<file path="src/rtl/mux_sel_arbiter_if.sv">
// Request/grant bus between the four mux requesters and mux_sel_arbiter.
// master: requester side; slave: arbiter side.
interface mux_sel_arbiter_if;
  logic [3:0] req;
  logic [3:0] done;
  logic [3:0] gnt;
  logic       gnt_vld;
  logic [3:0] sel;
  logic [1:0] gnt_id;
  logic       to_flag;

  modport master (
    output req,
    output done,
    input  gnt,
    input  gnt_vld,
    input  sel,
    input  gnt_id,
    input  to_flag
  );

  modport slave (
    input  req,
    input  done,
    output gnt,
    output gnt_vld,
    output sel,
    output gnt_id,
    output to_flag
  );
endinterface

</file>
<file path="src/rtl/mux_sel_arbiter.sv">
// Round-robin owner arbiter driving the always-one-hot select of the shared 4-input mux.
// Optional forced release after MAX_HOLD cycles: define MUX_SEL_ARB_TIMEOUT_EN.
module mux_sel_arbiter #(
  parameter int unsigned INIT_PTR = 0,
  parameter int unsigned MAX_HOLD = 16,
  parameter int unsigned CNT_W    = 5
) (
  input  logic                i_clk,
  input  logic                i_rst,
  mux_sel_arbiter_if.slave    io_bus
);

  typedef enum logic {StIdle, StOwn} state_e;

  localparam logic [1:0]       InitPtr  = 2'(INIT_PTR);
  localparam logic [CNT_W-1:0] CntMax   = {CNT_W{1'b1}};
  localparam logic [CNT_W-1:0] HoldLast = CNT_W'(MAX_HOLD - 1);

  function automatic logic [3:0] onehot(input logic [1:0] id);
    return 4'b0001 << id;
  endfunction

  // Descending scan so the smallest offset from ptr is assigned last and wins.
  function automatic logic [1:0] rr_pick(input logic [3:0] cand, input logic [1:0] ptr);
    logic [1:0] idx;
    logic [1:0] win;
    win = ptr;
    for (int i = 3; i >= 0; i--) begin
      idx = ptr + 2'(i);
      if (cand[idx]) win = idx;
    end
    return win;
  endfunction

  state_e           r_state;
  logic [1:0]       r_ptr;
  logic [CNT_W-1:0] r_cnt;
  logic [3:0]       r_gnt;
  logic             r_gnt_vld;
  logic [3:0]       r_sel;
  logic [1:0]       r_gnt_id;
  logic             r_to_flag;

  logic       w_own;
  logic [3:0] w_owner_bit;
  logic       w_natural;
  logic       w_hold_hit;
  logic       w_forced;
  logic       w_release;
  logic [3:0] w_cand;
  logic [1:0] w_ptr;
  logic [1:0] w_winner;

  // While owning, r_gnt_id is the owner index.
  assign w_own       = (r_state == StOwn);
  assign w_owner_bit = onehot(r_gnt_id);
  assign w_natural   = w_own && (((io_bus.done & w_owner_bit) != 4'b0000) ||
                                 ((io_bus.req & w_owner_bit) == 4'b0000));
  assign w_hold_hit  = (r_cnt >= HoldLast);

`ifdef MUX_SEL_ARB_TIMEOUT_EN
  assign w_forced = w_own && w_hold_hit && !w_natural;
`else
  logic w_unused_hold;
  assign w_unused_hold = w_hold_hit;
  assign w_forced      = 1'b0;
`endif

  assign w_release = w_natural || w_forced;
  assign w_cand    = w_own ? (io_bus.req & ~w_owner_bit) : io_bus.req;
  assign w_ptr     = w_own ? (r_gnt_id + 2'd1) : r_ptr;
  assign w_winner  = rr_pick(w_cand, w_ptr);

  always_ff @(posedge i_clk) begin
    if (i_rst) begin
      r_state   <= StIdle;
      r_ptr     <= InitPtr;
      r_cnt     <= '0;
      r_gnt     <= 4'b0000;
      r_gnt_vld <= 1'b0;
      r_sel     <= onehot(InitPtr);
      r_gnt_id  <= InitPtr;
      r_to_flag <= 1'b0;
    end else begin
      r_to_flag <= 1'b0;
      unique case (r_state)
        StIdle: begin
          if (|w_cand) begin
            r_state   <= StOwn;
            r_gnt     <= onehot(w_winner);
            r_gnt_vld <= 1'b1;
            r_sel     <= onehot(w_winner);
            r_gnt_id  <= w_winner;
            r_cnt     <= '0;
          end
        end
        StOwn: begin
          if (w_release) begin
            r_ptr     <= w_ptr;
            r_to_flag <= w_forced;
            r_cnt     <= '0;
            if (|w_cand) begin
              r_gnt    <= onehot(w_winner);
              r_sel    <= onehot(w_winner);
              r_gnt_id <= w_winner;
            end else begin
              // SEL and GNT_ID keep pointing at the old owner so the mux never sees 0.
              r_state   <= StIdle;
              r_gnt     <= 4'b0000;
              r_gnt_vld <= 1'b0;
            end
          end else if (r_cnt != CntMax) begin
            r_cnt <= r_cnt + 1'b1;
          end
        end
        default: r_state <= StIdle;
      endcase
    end
  end

  assign io_bus.gnt     = r_gnt;
  assign io_bus.gnt_vld = r_gnt_vld;
  assign io_bus.sel     = r_sel;
  assign io_bus.gnt_id  = r_gnt_id;
  assign io_bus.to_flag = r_to_flag;

endmodule

</file>
<file path="src/flat_wrapper.sv">
// flat-port wrapper written by rule: the top's interface ports become plain ports
module mux_sel_arbiter_flat 
#(
  parameter int unsigned INIT_PTR = 0,
  parameter int unsigned MAX_HOLD = 16,
  parameter int unsigned CNT_W    = 5
)
  (i_clk, i_rst, io_bus_req, io_bus_done, io_bus_gnt, io_bus_gnt_vld, io_bus_sel, io_bus_gnt_id, io_bus_to_flag);
  mux_sel_arbiter_if io_bus_i ();
  input  logic i_clk;
  input  logic i_rst;
  input wire logic [$bits(io_bus_i.req)-1:0] io_bus_req;
  input wire logic [$bits(io_bus_i.done)-1:0] io_bus_done;
  output wire logic [$bits(io_bus_i.gnt)-1:0] io_bus_gnt;
  output wire logic [$bits(io_bus_i.gnt_vld)-1:0] io_bus_gnt_vld;
  output wire logic [$bits(io_bus_i.sel)-1:0] io_bus_sel;
  output wire logic [$bits(io_bus_i.gnt_id)-1:0] io_bus_gnt_id;
  output wire logic [$bits(io_bus_i.to_flag)-1:0] io_bus_to_flag;
  assign io_bus_i.req = io_bus_req;
  assign io_bus_i.done = io_bus_done;
  assign io_bus_gnt = io_bus_i.gnt;
  assign io_bus_gnt_vld = io_bus_i.gnt_vld;
  assign io_bus_sel = io_bus_i.sel;
  assign io_bus_gnt_id = io_bus_i.gnt_id;
  assign io_bus_to_flag = io_bus_i.to_flag;
  mux_sel_arbiter #(.INIT_PTR(INIT_PTR), .MAX_HOLD(MAX_HOLD), .CNT_W(CNT_W)) u_core (.i_clk(i_clk), .i_rst(i_rst), .io_bus(io_bus_i));
endmodule
</file>
<file path="config.mk">
export PLATFORM = sky130hd
export DESIGN_NAME = mux_sel_arbiter_flat
export DESIGN_NICKNAME = d
export VERILOG_FILES = /design/src/rtl/mux_sel_arbiter_if.sv /design/src/rtl/mux_sel_arbiter.sv /design/src/flat_wrapper.sv
export SDC_FILE = /design/constraint.sdc
export NUM_CORES = 1
export LEC_CHECK = 0
export CELL_PAD_IN_SITES_DETAIL_PLACEMENT = 0
export CELL_PAD_IN_SITES_GLOBAL_PLACEMENT = 2
export CORE_ASPECT_RATIO = 0.9
export CORE_UTILIZATION = 27
export CTS_CLUSTER_SIZE = 24
export DETAILED_ROUTE_END_ITERATION = 8
export GPL_TIMING_DRIVEN = 0
export PLACE_DENSITY_LB_ADDON = 0.1
export SYNTH_ARGS = -nofsm -noshare
export SYNTH_HDL_FRONTEND = slang
export SYNTH_SLANG_ARGS = --single-unit
export TNS_END_PERCENT = 50
</file>
<file path="constraint.sdc">
create_clock -name i_clk -period 2.7 [get_ports i_clk]
set_clock_uncertainty 0.05 [all_clocks]
set_input_delay 0.54 -clock i_clk [delete_from_list [all_inputs] [get_ports i_clk]]
set_output_delay 0.54 -clock i_clk [all_outputs]
set_load 0.01 [all_outputs]
</file>
======== Word level (Yosys, flattened, before mapping) ========
Cells that the tools add are included.
storage, ports and cells
  register bits ........................... 14
  bits of input ports ..................... 10
  output and inout port bits .............. 12
  logic and storage cells ................. 63
cells by class
  add/subtract/negate cells ............... 4
  $lt $le $gt $ge ......................... 4
  equal/unequal tests ..................... 3
  shift-type cells ........................ 2
  muxes and demuxes ....................... 31
  bitwise operators ....................... 5
  reduce and logical (&&, ||, !) cells .... 8
operators by type and width
  kind                                                                           number
  4-bit two-way mux                                                              6
  4-bit case mux with 2 select lines                                             2
  2-bit two-way mux                                                              7
  4-bit AND                                                                      3
  2-bit by 3-bit less-than comparator with 1-bit output (second input constant)  4
  1-bit two-way mux                                                              9
  1-bit binary-select mux with 2-bit select                                      4
  1-bit by 2-bit left shift with 4-bit output (first input constant)             2
  2-bit by 1-bit adder with 2-bit output (second input constant)                 2
  2-bit adder (second input constant)                                            2
  4-bit zero test                                                                1
  2-bit != test (second input constant)                                          2
  4-bit inverter                                                                 1
  1-bit case mux with 2 select lines                                             2
  2-bit case mux with 2 select lines                                             1
  2-bit AND reduction                                                            2
  4-bit nonzero test                                                             1
  4-bit OR reduction                                                             1
  3-bit AND reduction                                                            1
  2-bit by 1-bit != test with 1-bit output (second input constant)               1
  1-bit logical AND                                                              1
  1-bit logical OR                                                               1
  1-bit inverter                                                                 1

======== Depth between registers and ports, before layout ========
Gate-level depths: netlist (run 1).
  depth after elaboration ................. 14
  depth in mapped cells ................... 8
  gate-level depth less buffers ........... 8

======== Worst setup path after synthesis (run 1) ========
No wires, ideal clock.
  kind .................................... reg-to-reg
  start point ............................. reg u_core.r_gnt_id[0], in the netlist u_core.io_bus.gnt_id[0]
  end point ............................... reg u_core.r_sel[1], in the netlist u_core.io_bus.sel[1]
  library setup time ...................... 0.070 ns
  data arrival time ....................... 2.098 ns
  data required time ...................... 2.580 ns
  path slack .............................. 0.481 ns
  cell stages (with the launch flop) ...... 9
  path buffers ............................ 0
  clock period less this slack ............ 2.219 ns
  cells stage by stage .................... dfxtp_1 -> inv_1 -> ha_1 -> mux2_4 -> nor3b_2 -> a31oi_1 -> a32o_2 -> or3b_1 -> a21oi_1
on the way
  word-level cells in the longest chain between the ends .. 14
  elaborated cells on any way between the ends .. 33
  classes of those cells .................. add/sub (4); eq/ne (1); shift (2); mux (17); bitwise (4); reduce/logical (5)
RTL lines
  element                                                                          RTL line                RTL
  start: declaration                                                               mux_sel_arbiter.sv:41   logic [1:0] r_gnt_id;
  start signal: assignment                                                         mux_sel_arbiter.sv:82   r_gnt_id <= InitPtr;
  start signal: assignment                                                         mux_sel_arbiter.sv:93   r_gnt_id <= w_winner;
  start signal: assignment                                                         mux_sel_arbiter.sv:105  r_gnt_id <= w_winner;
  branches (longest 14 deep; another with 2-bit by 1-bit adder with 2-bit output)  --
  end signal: assignment                                                           mux_sel_arbiter.sv:81   r_sel <= onehot(InitPtr);
  end signal: assignment                                                           mux_sel_arbiter.sv:92   r_sel <= onehot(w_winner);
  end signal: assignment                                                           mux_sel_arbiter.sv:104  r_sel <= onehot(w_winner);
  end: declaration                                                                 mux_sel_arbiter.sv:40   logic [3:0] r_sel;
Several ways; the timed one is not identified. The select of a mux whose other input is x is not followed.
A chain may end at the register's enable or synchronous reset.

======== Worst setup path after layout (run 1) ========
Ends and elaborated chain as after synthesis.

==> flow_metrics.py, run 1 <==
metrics = {
    "worst_setup_path": {
        "crit_chain": "inv_1, ha_1, a21boi_2, nor4_1, nor2_1, a211oi_2, or3b_1, a21oi_1",
        "worstSetupPathType": "register to register",
        "end_kind": "register",
        "crit_fanout": 8,
        "crit_arrival_ns": 2.65,
        "r2r_cells": 8,
        "crit_family": "simple AND/OR/NAND/NOR gates",
        "required_ns": 2.87,
        "crit_slowest_cell": "a211oi_2",
        "cp-start-kind": "register",
        "r2r_start": "u_core.io_bus.gnt_id[0]$_SDFFE_PP0P_",
        "crit_path_max_incr_delay_ns": 0.53,
        "rrSetupSlack_ns": 0.22,
        "startpoint": "u_core.io_bus.gnt_id[0]$_SDFFE_PP0P_",
        "worstReg2RegEnd": "u_core.io_bus.sel[1]$_SDFFE_PP0P_",
        "crit_buf_inv": 1,
    },
    "drt": {
        "routed_wl_um": 1930,
        "antenna_left": 0,
        "vias": 733,
        "via_per_inst": 4.76,
        "firstDrtPassIters": 4,
        "drtIter0Drc": 20,
        "drc": 0,
        "wire_per_inst_um": 12.5,
    },
    "sta": {
        "finalCriticalPeriod_ns": 2.48,
        "rsz0062_at_grt": "false",
        "slew_violations": 0,
        "hold_viol": 0,
        "fin_ws_ns": 0.216,
        "worst_hold_slack_ns": 0.408,
        "setup_viol": 0,
        "finalCritPeriodShare": 0.920,
        "slew_headroom": 0.611,
        "finalSetupTns_ns": 0,
        "worst_slew_pin_slew_ns": 0.582,
        "fmax_mhz": 403,
    },
    "power": {
        "seqPwrFrac": 0.341,
        "p_switching_w": 0.000324,
        "power_density_mw_per_mm2": 794,
        "netSwitchingFraction": 0.373,
        "p_leak_nw": 0.446,
        "clkPwrFrac": 0.175,
        "ir_drop_mv": 0.363,
        "p_int_w": 0.000544,
        "pwr-share-comb": 0.483,
    },
    "job": {
        "drv_cap": 0,
    },
    "hold_path": {
        "worstHoldEndpoint": "u_core.io_bus.sel[1]$_SDFFE_PP0P_",
        "holdCritStartpoint": "u_core.io_bus.sel[1]$_SDFFE_PP0P_",
        "hold_depth": 2,
        "hold_class": "register to register",
    },
    "grt": {
        "gr-usage-met3": 0.0433,
        "track_usage": 0.129,
        "grt_pass1_wl_um": 2970,
        "grt_max_degree": 11,
        "grt_pass1_vias": 650,
        "grtUsageMet1": 0.171,
        "busiest_layer": "met2",
        "overflow": 0,
        "antenna_found_initial": 0,
        "use_met2": 0.193,
    },
    "cells_and_area": {
        "drive_gt1_frac": 0.140,
        "antenna_cells": 0,
        "final_cell_mix": "clkdlybuf4s50_1, dfxtp_1, nand2_1",
        "fin_util": 0.392,
        "nets": 130,
        "area_growth_pct": 36.1,
        "final_common_cell": "clkdlybuf4s50_1",
    },
    "clock_tree": {
        "cts.clk_slew.worst_paths_ns": 0.09,
        "cts_root_buf": "clkbuf_4",
        "cts.path.max_buffers": 2,
        "cts_max_level": 1,
        "cts_buffers": 3,
        "cts_setup_buffers": 0,
        "cts_tree": "done",
        "cts.sinks": 14,
        "worstSkewPairLatency_ns": 0.28,
    },
    "placed_design": {
        "numPortBuffers": 20,
        "gp_congestion": 0.823,
        "place_ws_ns": -0.0353,
        "dpl.hpwl_um": 1450,
    },
    "die": {
        "initial_utilization": 0.288,
        "row_count": 18,
        "coreArea_sq_mm": 0.00279,
        "fp.dieH_um": 53.7,
        "die_w_um": 59.5,
        "io_pins": 22,
        "die_area_sq_mm": 0.00320,
    },
    "synth": {
        "ys_seq_elements": 14,
        "syn_area_sq_um": 803,
        "synthCells": 90,
        "seq_area_frac_synth": 0.349,
        "ys_warn_count": 0,
        "yosysUniqueCellTypes": 36,
        "syn_nets": 105,
        "syn_avg_cell_area_sq_um": 8.93,
    },
    "outcome": {
        "status": "completed",
    },
}
-- worst min-delay path: stages, from the launching register on --
cell	delay [ns]
dfxtp_1	0.32
nand2_1	0.05
a21oi_1	0.05
-- kinds of logic (layout without fill, tap and decap cells) --
kind of cell    count (synthesis)  after routing  share of synthesized area
mux                             3              3                     0.0436
compound gates                 29             29                      0.277
other cells                     1              1                    0.00467
buf+inv                         5             29                     0.0374
flops                          14             14                      0.349
simple gates                   33             33                      0.210
fa+ha+maj                       5              5                     0.0779
-- synthesized netlist by cell type (all sizes together) --
master,number,area [sq um]
nand2,12,45.0
a22oi,2,15.0
o211ai,1,7.51
a21oi,7,35.0
a21boi,2,26.3
a31oi,1,6.26
o2111ai,1,8.76
buf,2,18.8
nor2,9,33.8
nor3b,1,12.5
dfxtp,14,280
and2,1,8.76
or3b,1,8.76
mux2,1,15.0
nand2b,1,6.26
conb,1,3.75
o31ai,1,7.51
o21ai,4,20.0
inv,2,7.51
a211oi,1,12.5
a21bo,3,30.0
mux2i,2,20.0
nand4bb,1,11.3
ha,5,62.6
clkbuf,1,3.75
a32o,1,11.3
nor3,2,10.0
a21o,1,7.51
a22o,2,17.5
nor4,2,12.5
nand3b,2,15.0
nand3,1,5.00
o2bb2ai,2,17.5
-- power groups by stage --
stage               combinational (W)  sequential (W)  clock (W)
finish                       0.000419        0.000296   0.000152
global placement             0.000417        0.000300          0
global route                 0.000456        0.000304   0.000168
CTS                          0.000420        0.000298   0.000158
floorplan                    0.000241        0.000316          0
detailed placement           0.000420        0.000302          0
-- state kept, by name, summed over array words and instances (netlist names) --
signal	count
u_core.io_bus.gnt	4
u_core.r_state	1
u_core.io_bus.gnt_id	2
u_core.r_ptr	2
u_core.io_bus.sel	4
u_core.io_bus.gnt_vld	1
-- timing repair --
action / 4_1_cts / 5_1_grt
setup endpoints to repair: 0 / 1
hold buffers: 0 / 0
gates resized for setup: 0 / 1
endpoints found under the hold margin: 0 / 0
-- metrics by stage --
| step | area (sq um) | cells | total power, W |
|---|---|---|---|
| 3_3_place_gp | 1050 | 150 | 0.000717 |
| 6_report | 1090 | 154 | 0.000868 |
| 5_1_grt | 1090 | 154 | 0.000928 |
| 3_5_place_dp | 1050 | 150 | 0.000722 |
| 4_1_cts | 1090 | 154 | 0.000876 |
| 2_1_floorplan | 803 | 90 | 0.000558 |
-- per-layer routing --
| layer | part of all wire | wire length, um |
|---|---|---|
| met5 | 0 | 0 |
| met4 | 0.0083 | 16 |
| met3 | 0.033 | 64 |
| met2 | 0.43 | 829 |
| met1 | 0.53 | 1020 |
-- area by class of cell --
class	instances	area (sq um)
Buffer	3	22.5
Clock buffer	4	36.3
Fill cell	309	1700
Inverter	2	7.51
Multi-Input combinational cell	71	497
Sequential cell	14	280
Tap cell	40	50.0
Timing Repair Buffer	20	200
-- worst max-delay path by stage --
stage,to,slack [ns],depth (start not counted)
after detailed placement,u_core.io_bus.sel[1]$_SDFFE_PP0P_,-0.04,7
after floorplan,u_core.io_bus.sel[1]$_SDFFE_PP0P_,0.48,8
after global placement,u_core.io_bus.sel[1]$_SDFFE_PP0P_,-0.02,7
final,u_core.io_bus.sel[1]$_SDFFE_PP0P_,0.22,8
after global routing,u_core.io_bus.gnt[3]$_SDFFE_PP0P_,0.07,8
after CTS,u_core.io_bus.gnt[3]$_SDFFE_PP0P_,0.16,8
No activity file was read; power rests on OpenSTA's default activity.
==> run 2, diff against run 1 <==
--- a/config.mk
+++ b/config.mk
@@ -8,9 +8,11 @@
 export CELL_PAD_IN_SITES_DETAIL_PLACEMENT = 0
 export CELL_PAD_IN_SITES_GLOBAL_PLACEMENT = 2
 export CORE_ASPECT_RATIO = 0.9
+export CORE_MARGIN = 8
 export CORE_UTILIZATION = 27
 export CTS_CLUSTER_SIZE = 24
 export DETAILED_ROUTE_END_ITERATION = 8
+export GPL_ROUTABILITY_DRIVEN = 0
 export GPL_TIMING_DRIVEN = 0
 export PLACE_DENSITY_LB_ADDON = 0.1
 export SYNTH_ARGS = -nofsm -noshare
==> flow_metrics.py, run 2 (synthesized netlist as in run 1, its figures left out) <==
metrics = {
    "outcome": {
        "status": "completed",
    },
    "placed_design": {
        "dp.cells": 150,
        "dpl.hpwl_um": 1560,
        "numPortBuffers": 20,
    },
    "cells_and_area": {
        "area_growth_pct": 36.1,
        "drive_gt1_frac": 0.140,
        "num-fill-cells": 313,
        "final_common_cell": "clkdlybuf4s50_1",
        "antenna_cells": 0,
        "final_cell_mix": "clkdlybuf4s50_1, dfxtp_1, nand2_1",
        "multi_input_area_sq_um": 497,
        "final_cells": 154,
        "seq_area_sq_um": 280,
        "nets": 130,
    },
    "worst_setup_path": {
        "crit_fanout": 8,
        "worstSetupPathType": "primary input to register",
        "r2r_start": "u_core.io_bus.gnt_id[0]$_SDFFE_PP0P_",
        "crit_slowest_cell": "a211oi_2",
        "end_kind": "register",
        "crit_path_max_incr_delay_ns": 0.54,
        "rrSetupSlack_ns": 0.24,
        "crit_arrival_ns": 2.63,
        "cp-start-kind": "primary input",
        "crit_chain": "clkdlybuf4s50_1, a21boi_2, nor4_1, nor2_1, a211oi_2, or3b_1, a21oi_1",
        "r2r_cells": 8,
        "worstReg2RegEnd": "u_core.io_bus.sel[1]$_SDFFE_PP0P_",
        "required_ns": 2.86,
    },
    "clock_tree": {
        "cts_max_level": 1,
        "cts_root_buf": "clkbuf_4",
        "cts_buffers": 3,
        "cts_tree": "done",
        "cts.sinks": 14,
        "cts_setup_buffers": 0,
        "cts.path.max_buffers": 2,
        "worstSkewPairLatency_ns": 0.28,
        "cts.clk_slew.worst_paths_ns": 0.09,
    },
    "hold_path": {
        "hold_class": "register to register",
        "worstHoldEndpoint": "u_core.io_bus.sel[1]$_SDFFE_PP0P_",
        "holdCritStartpoint": "u_core.io_bus.sel[1]$_SDFFE_PP0P_",
        "hold_depth": 2,
    },
    "grt": {
        "track_usage": 0.0838,
        "grt_pass1_wl_um": 3180,
        "grt_pass1_vias": 672,
        "antenna_found_initial": 0,
        "grt_max_degree": 11,
        "overflow": 0,
    },
    "sta": {
        "slew_headroom": 0.601,
        "slew_violations": 0,
        "fmax_mhz": 405,
        "finalCritPeriodShare": 0.914,
        "hold_viol": 0,
        "setup_viol": 0,
        "rsz0062_at_grt": "false",
        "worst_slew_pin_slew_ns": 0.597,
        "finalCriticalPeriod_ns": 2.47,
    },
    "die": {
        "die_area_sq_mm": 0.00498,
        "die_w_um": 73.5,
        "io_pins": 22,
        "initial_utilization": 0.288,
        "fp.dieH_um": 67.7,
        "row_count": 18,
        "coreArea_sq_mm": 0.00279,
    },
    "job": {
        "drv_cap": 0,
    },
    "power": {
        "total_power_w": 0.000865,
        "p_leak_nw": 0.446,
        "ir_drop_mv": 0.301,
        "power_density_mw_per_mm2": 791,
    },
    "drt": {
        "drc": 0,
        "firstDrtPassIters": 4,
        "via_per_inst": 4.77,
        "antenna_left": 0,
        "wire_per_inst_um": 13.1,
        "drtIter0Drc": 37,
        "vias": 735,
        "routed_wl_um": 2020,
    },
}
-- run 2: what timing repair did --
item / in CTS / in global routing
setup endpoints to repair: 0 / 1
resized for setup: 0 / 1
hold buffers: 0 / 0
-- run 2: worst max-delay path: cells and delay by family --
kind	cells	cell delay (ns)
buf+inv	1	0.41
compound gates	3	0.88
simple gates	3	0.82
-- run 2: per-stage QoR --
step	area [sq um]	setup WS (ns)	hold slack (ns)	utilization	setup TNS, ns
finish	1090	0.232	0.408	0.392	0
global route	1090	0.0531	0.433	0.392	0
CTS	1090	0.200	0.409	0.390	0
detailed placement	1050	-0.0541	0.396	0.377	-0.0541
global placement	1050	-0.0225	0.386	0.377	-0.0225
floorplan	803	0.481	0.405	-	0
-- run 2: layout make-up --
type / count / share of cell area
multi-input combinational: 71 / 0.454
timing repair buffer: 20 / 0.183
buffer: 3 / 0.0206
clock buffer: 4 / 0.0332
tap: 40 / 0.0458
inverter: 2 / 0.00686
sequential: 14 / 0.256
-- run 2: per-layer routing --
| layer | vias to the layer above | global-route usage | share of wire |
|---|---|---|---|
| met2 | 9 | 0.133 | 0.47 |
| met1 | 348 | 0.0976 | 0.47 |
| met5 | - | 0 | 0 |
| met3 | 2 | 0.0473 | 0.052 |
| met4 | 0 | 0.0149 | 0.0069 |
| li1 | 376 | - | - |
-- run 2: report_power, final --
group	internal, W	switching, W
sequential	0.000259	0.0000369
combinational	0.000204	0.000217
clock	0.0000820	0.0000662
total	0.000544	0.000320
-- run 2: worst max path at each step --
stage	endpoint	depth (start not counted)	slack, ns	start
after floorplan	u_core.io_bus.sel[1]$_SDFFE_PP0P_	8	0.48	u_core.io_bus.gnt_id[0]$_SDFFE_PP0P_
after global placement	u_core.io_bus.sel[1]$_SDFFE_PP0P_	7	-0.02	io_bus_req[2]
after detailed placement	u_core.io_bus.sel[1]$_SDFFE_PP0P_	7	-0.05	io_bus_req[2]
after CTS	u_core.io_bus.sel[1]$_SDFFE_PP0P_	8	0.20	u_core.io_bus.gnt_id[0]$_SDFFE_PP0P_
after global routing	u_core.io_bus.gnt[3]$_SDFFE_PP0P_	8	0.05	u_core.io_bus.gnt_id[0]$_SDFFE_PP0P_
final	u_core.io_bus.sel[1]$_SDFFE_PP0P_	7	0.23	io_bus_req[2]
==> run 3, diff against run 2 <==
--- a/config.mk
+++ b/config.mk
@@ -10,6 +10,8 @@
 export CORE_ASPECT_RATIO = 0.9
 export CORE_MARGIN = 8
 export CORE_UTILIZATION = 27
+export CTS_BUF_LIST = sky130_fd_sc_hd__clkbuf_16
+export CTS_CLUSTER_DIAMETER = 120
 export CTS_CLUSTER_SIZE = 24
 export DETAILED_ROUTE_END_ITERATION = 8
 export GPL_ROUTABILITY_DRIVEN = 0
==> flow_metrics.py, run 3 (synthesized netlist as in run 1, its figures left out) <==
metrics = {
    "power": {
        "power_density_mw_per_mm2": 874,
        "seqPwrFrac": 0.299,
        "total_power_w": 0.000993,
        "p_int_w": 0.000659,
        "netSwitchingFraction": 0.336,
        "p_switching_w": 0.000334,
        "ir_drop_mv": 0.516,
        "pwr-share-comb": 0.422,
        "p_leak_nw": 0.463,
        "clkPwrFrac": 0.278,
    },
    "sta": {
        "fmax_mhz": 401,
        "worst_slew_pin_slew_ns": 0.578,
        "fin_ws_ns": 0.205,
        "setup_viol": 0,
        "finalCriticalPeriod_ns": 2.49,
        "slew_headroom": 0.614,
        "finalCritPeriodShare": 0.924,
        "slew_violations": 0,
        "hold_viol": 0,
        "rsz0062_at_grt": "false",
    },
    "worst_setup_path": {
        "startpoint": "io_bus_req[2]",
        "crit_path_max_incr_delay_ns": 0.52,
        "worstReg2RegEnd": "u_core.io_bus.sel[1]$_SDFFE_PP0P_",
        "worstSetupPathType": "primary input to register",
        "crit_chain": "clkdlybuf4s50_1, a21boi_2, nor4_1, nor2_1, a211oi_2, or3b_1, a21oi_1",
        "crit_fanout": 8,
        "r2r_cells": 8,
        "crit_family": "compound AO/OA/AOI/OAI gates",
        "rrSetupSlack_ns": 0.26,
        "r2r_start": "u_core.io_bus.gnt_id[0]$_SDFFE_PP0P_",
        "crit_buf_inv": 1,
        "crit_arrival_ns": 2.62,
        "cp-start-kind": "primary input",
        "required_ns": 2.82,
        "end_kind": "register",
        "crit_slowest_cell": "a211oi_2",
    },
    "die": {
        "die_area_sq_mm": 0.00498,
        "initial_utilization": 0.288,
        "row_count": 18,
        "fp.dieH_um": 67.7,
        "io_pins": 22,
        "die_w_um": 73.5,
        "coreArea_sq_mm": 0.00279,
    },
    "drt": {
        "drtIter0Drc": 35,
        "routed_wl_um": 2030,
        "firstDrtPassIters": 4,
        "drc": 0,
        "via_per_inst": 4.86,
        "vias": 748,
        "wire_per_inst_um": 13.2,
        "antenna_left": 0,
    },
    "cells_and_area": {
        "final_cell_mix": "clkdlybuf4s50_1, dfxtp_1, nand2_1",
        "final_cells": 154,
        "final_common_cell": "clkdlybuf4s50_1",
        "fin_util": 0.407,
        "drive_gt1_frac": 0.132,
        "nets": 130,
        "antenna_cells": 0,
        "area_growth_pct": 41.4,
    },
    "placed_design": {
        "place_ws_ns": -0.0541,
        "dpl.hpwl_um": 1560,
        "numPortBuffers": 20,
        "dp.cells": 150,
    },
    "clock_tree": {
        "post_cts_resized": 0,
        "cts_setup_buffers": 0,
        "worstSkewPairLatency_ns": 0.24,
        "cts_buffers": 3,
        "cts.path.max_buffers": 2,
        "cts.clk_slew.worst_paths_ns": 0.05,
        "cts_tree": "done",
        "cts_root_buf": "clkbuf_16",
        "cts.hold.buffers_added": 0,
        "cts.sinks": 14,
        "cts_max_level": 1,
    },
    "grt": {
        "grt_max_degree": 11,
        "grt_pass1_vias": 675,
        "track_usage": 0.0865,
        "antenna_found_initial": 0,
        "overflow": 0,
        "grt_pass1_wl_um": 3210,
    },
    "hold_path": {
        "holdCritStartpoint": "u_core.io_bus.sel[1]$_SDFFE_PP0P_",
        "worstHoldEndpoint": "u_core.io_bus.sel[1]$_SDFFE_PP0P_",
        "hold_depth": 2,
        "hold_class": "register to register",
    },
    "job": {
        "drv_cap": 0,
    },
    "outcome": {
        "status": "completed",
    },
}
run 3: cell types whose count changed in the layout (fill, tap and decap cells not counted), sizes merged:
cell,previous run,this run
clkinv,0,1
clkbuf,5,4
run 3: worst max path at each step:
| stage | end | slack [ns] | cells past startpoint |
|---|---|---|---|
| 2_1_floorplan | u_core.io_bus.sel[1]$_SDFFE_PP0P_ | 0.48 | 8 |
| 3_3_place_gp | u_core.io_bus.sel[1]$_SDFFE_PP0P_ | -0.02 | 7 |
| 3_5_place_dp | u_core.io_bus.sel[1]$_SDFFE_PP0P_ | -0.05 | 7 |
| 4_1_cts | u_core.io_bus.sel[1]$_SDFFE_PP0P_ | 0.20 | 7 |
| 5_1_grt | u_core.io_bus.gnt[3]$_SDFFE_PP0P_ | 0.06 | 8 |
| 6_report | u_core.io_bus.sel[1]$_SDFFE_PP0P_ | 0.21 | 7 |
run 3: area by class of cell:
class,count,area (sq um)
Sequential cell,14,280
Timing Repair Buffer,20,200
Clock inverter,1,3.75
Fill cell,309,1660
Multi-Input combinational cell,71,497
Tap cell,40,50.0
Buffer,3,22.5
Inverter,2,7.51
Clock buffer,3,75.1
run 3: power by group through the flow:
stage / clock [W] / combinational (W) / sequential, W
5_1_grt: 0.000294 / 0.000463 / 0.000307
2_1_floorplan: 0 / 0.000241 / 0.000316
3_3_place_gp: 0 / 0.000421 / 0.000300
4_1_cts: 0.000285 / 0.000424 / 0.000298
6_report: 0.000276 / 0.000420 / 0.000297
3_5_place_dp: 0 / 0.000422 / 0.000301
run 3: metrics by stage:
stage / area, sq um / hold slack (ns) / TNS, ns
after floorplan: 803 / 0.405 / 0
after global placement: 1050 / 0.386 / -0.0225
after detailed placement: 1050 / 0.396 / -0.0541
after CTS: 1130 / 0.402 / 0
after global routing: 1140 / 0.421 / 0
final: 1140 / 0.403 / 0
run 3: layer usage:
metal	wire length (um)	global-route usage	part of all wire
met1	900	0.0976	0.44
met2	958	0.133	0.47
met3	146	0.0429	0.072
met4	27	0.0448	0.013
met5	0	0	0
run 3: tightest hold or removal path: stages (launching register included):
cell and delay [ns]:
dfxtp_1 0.30, nand2_1 0.05, a21oi_1 0.05
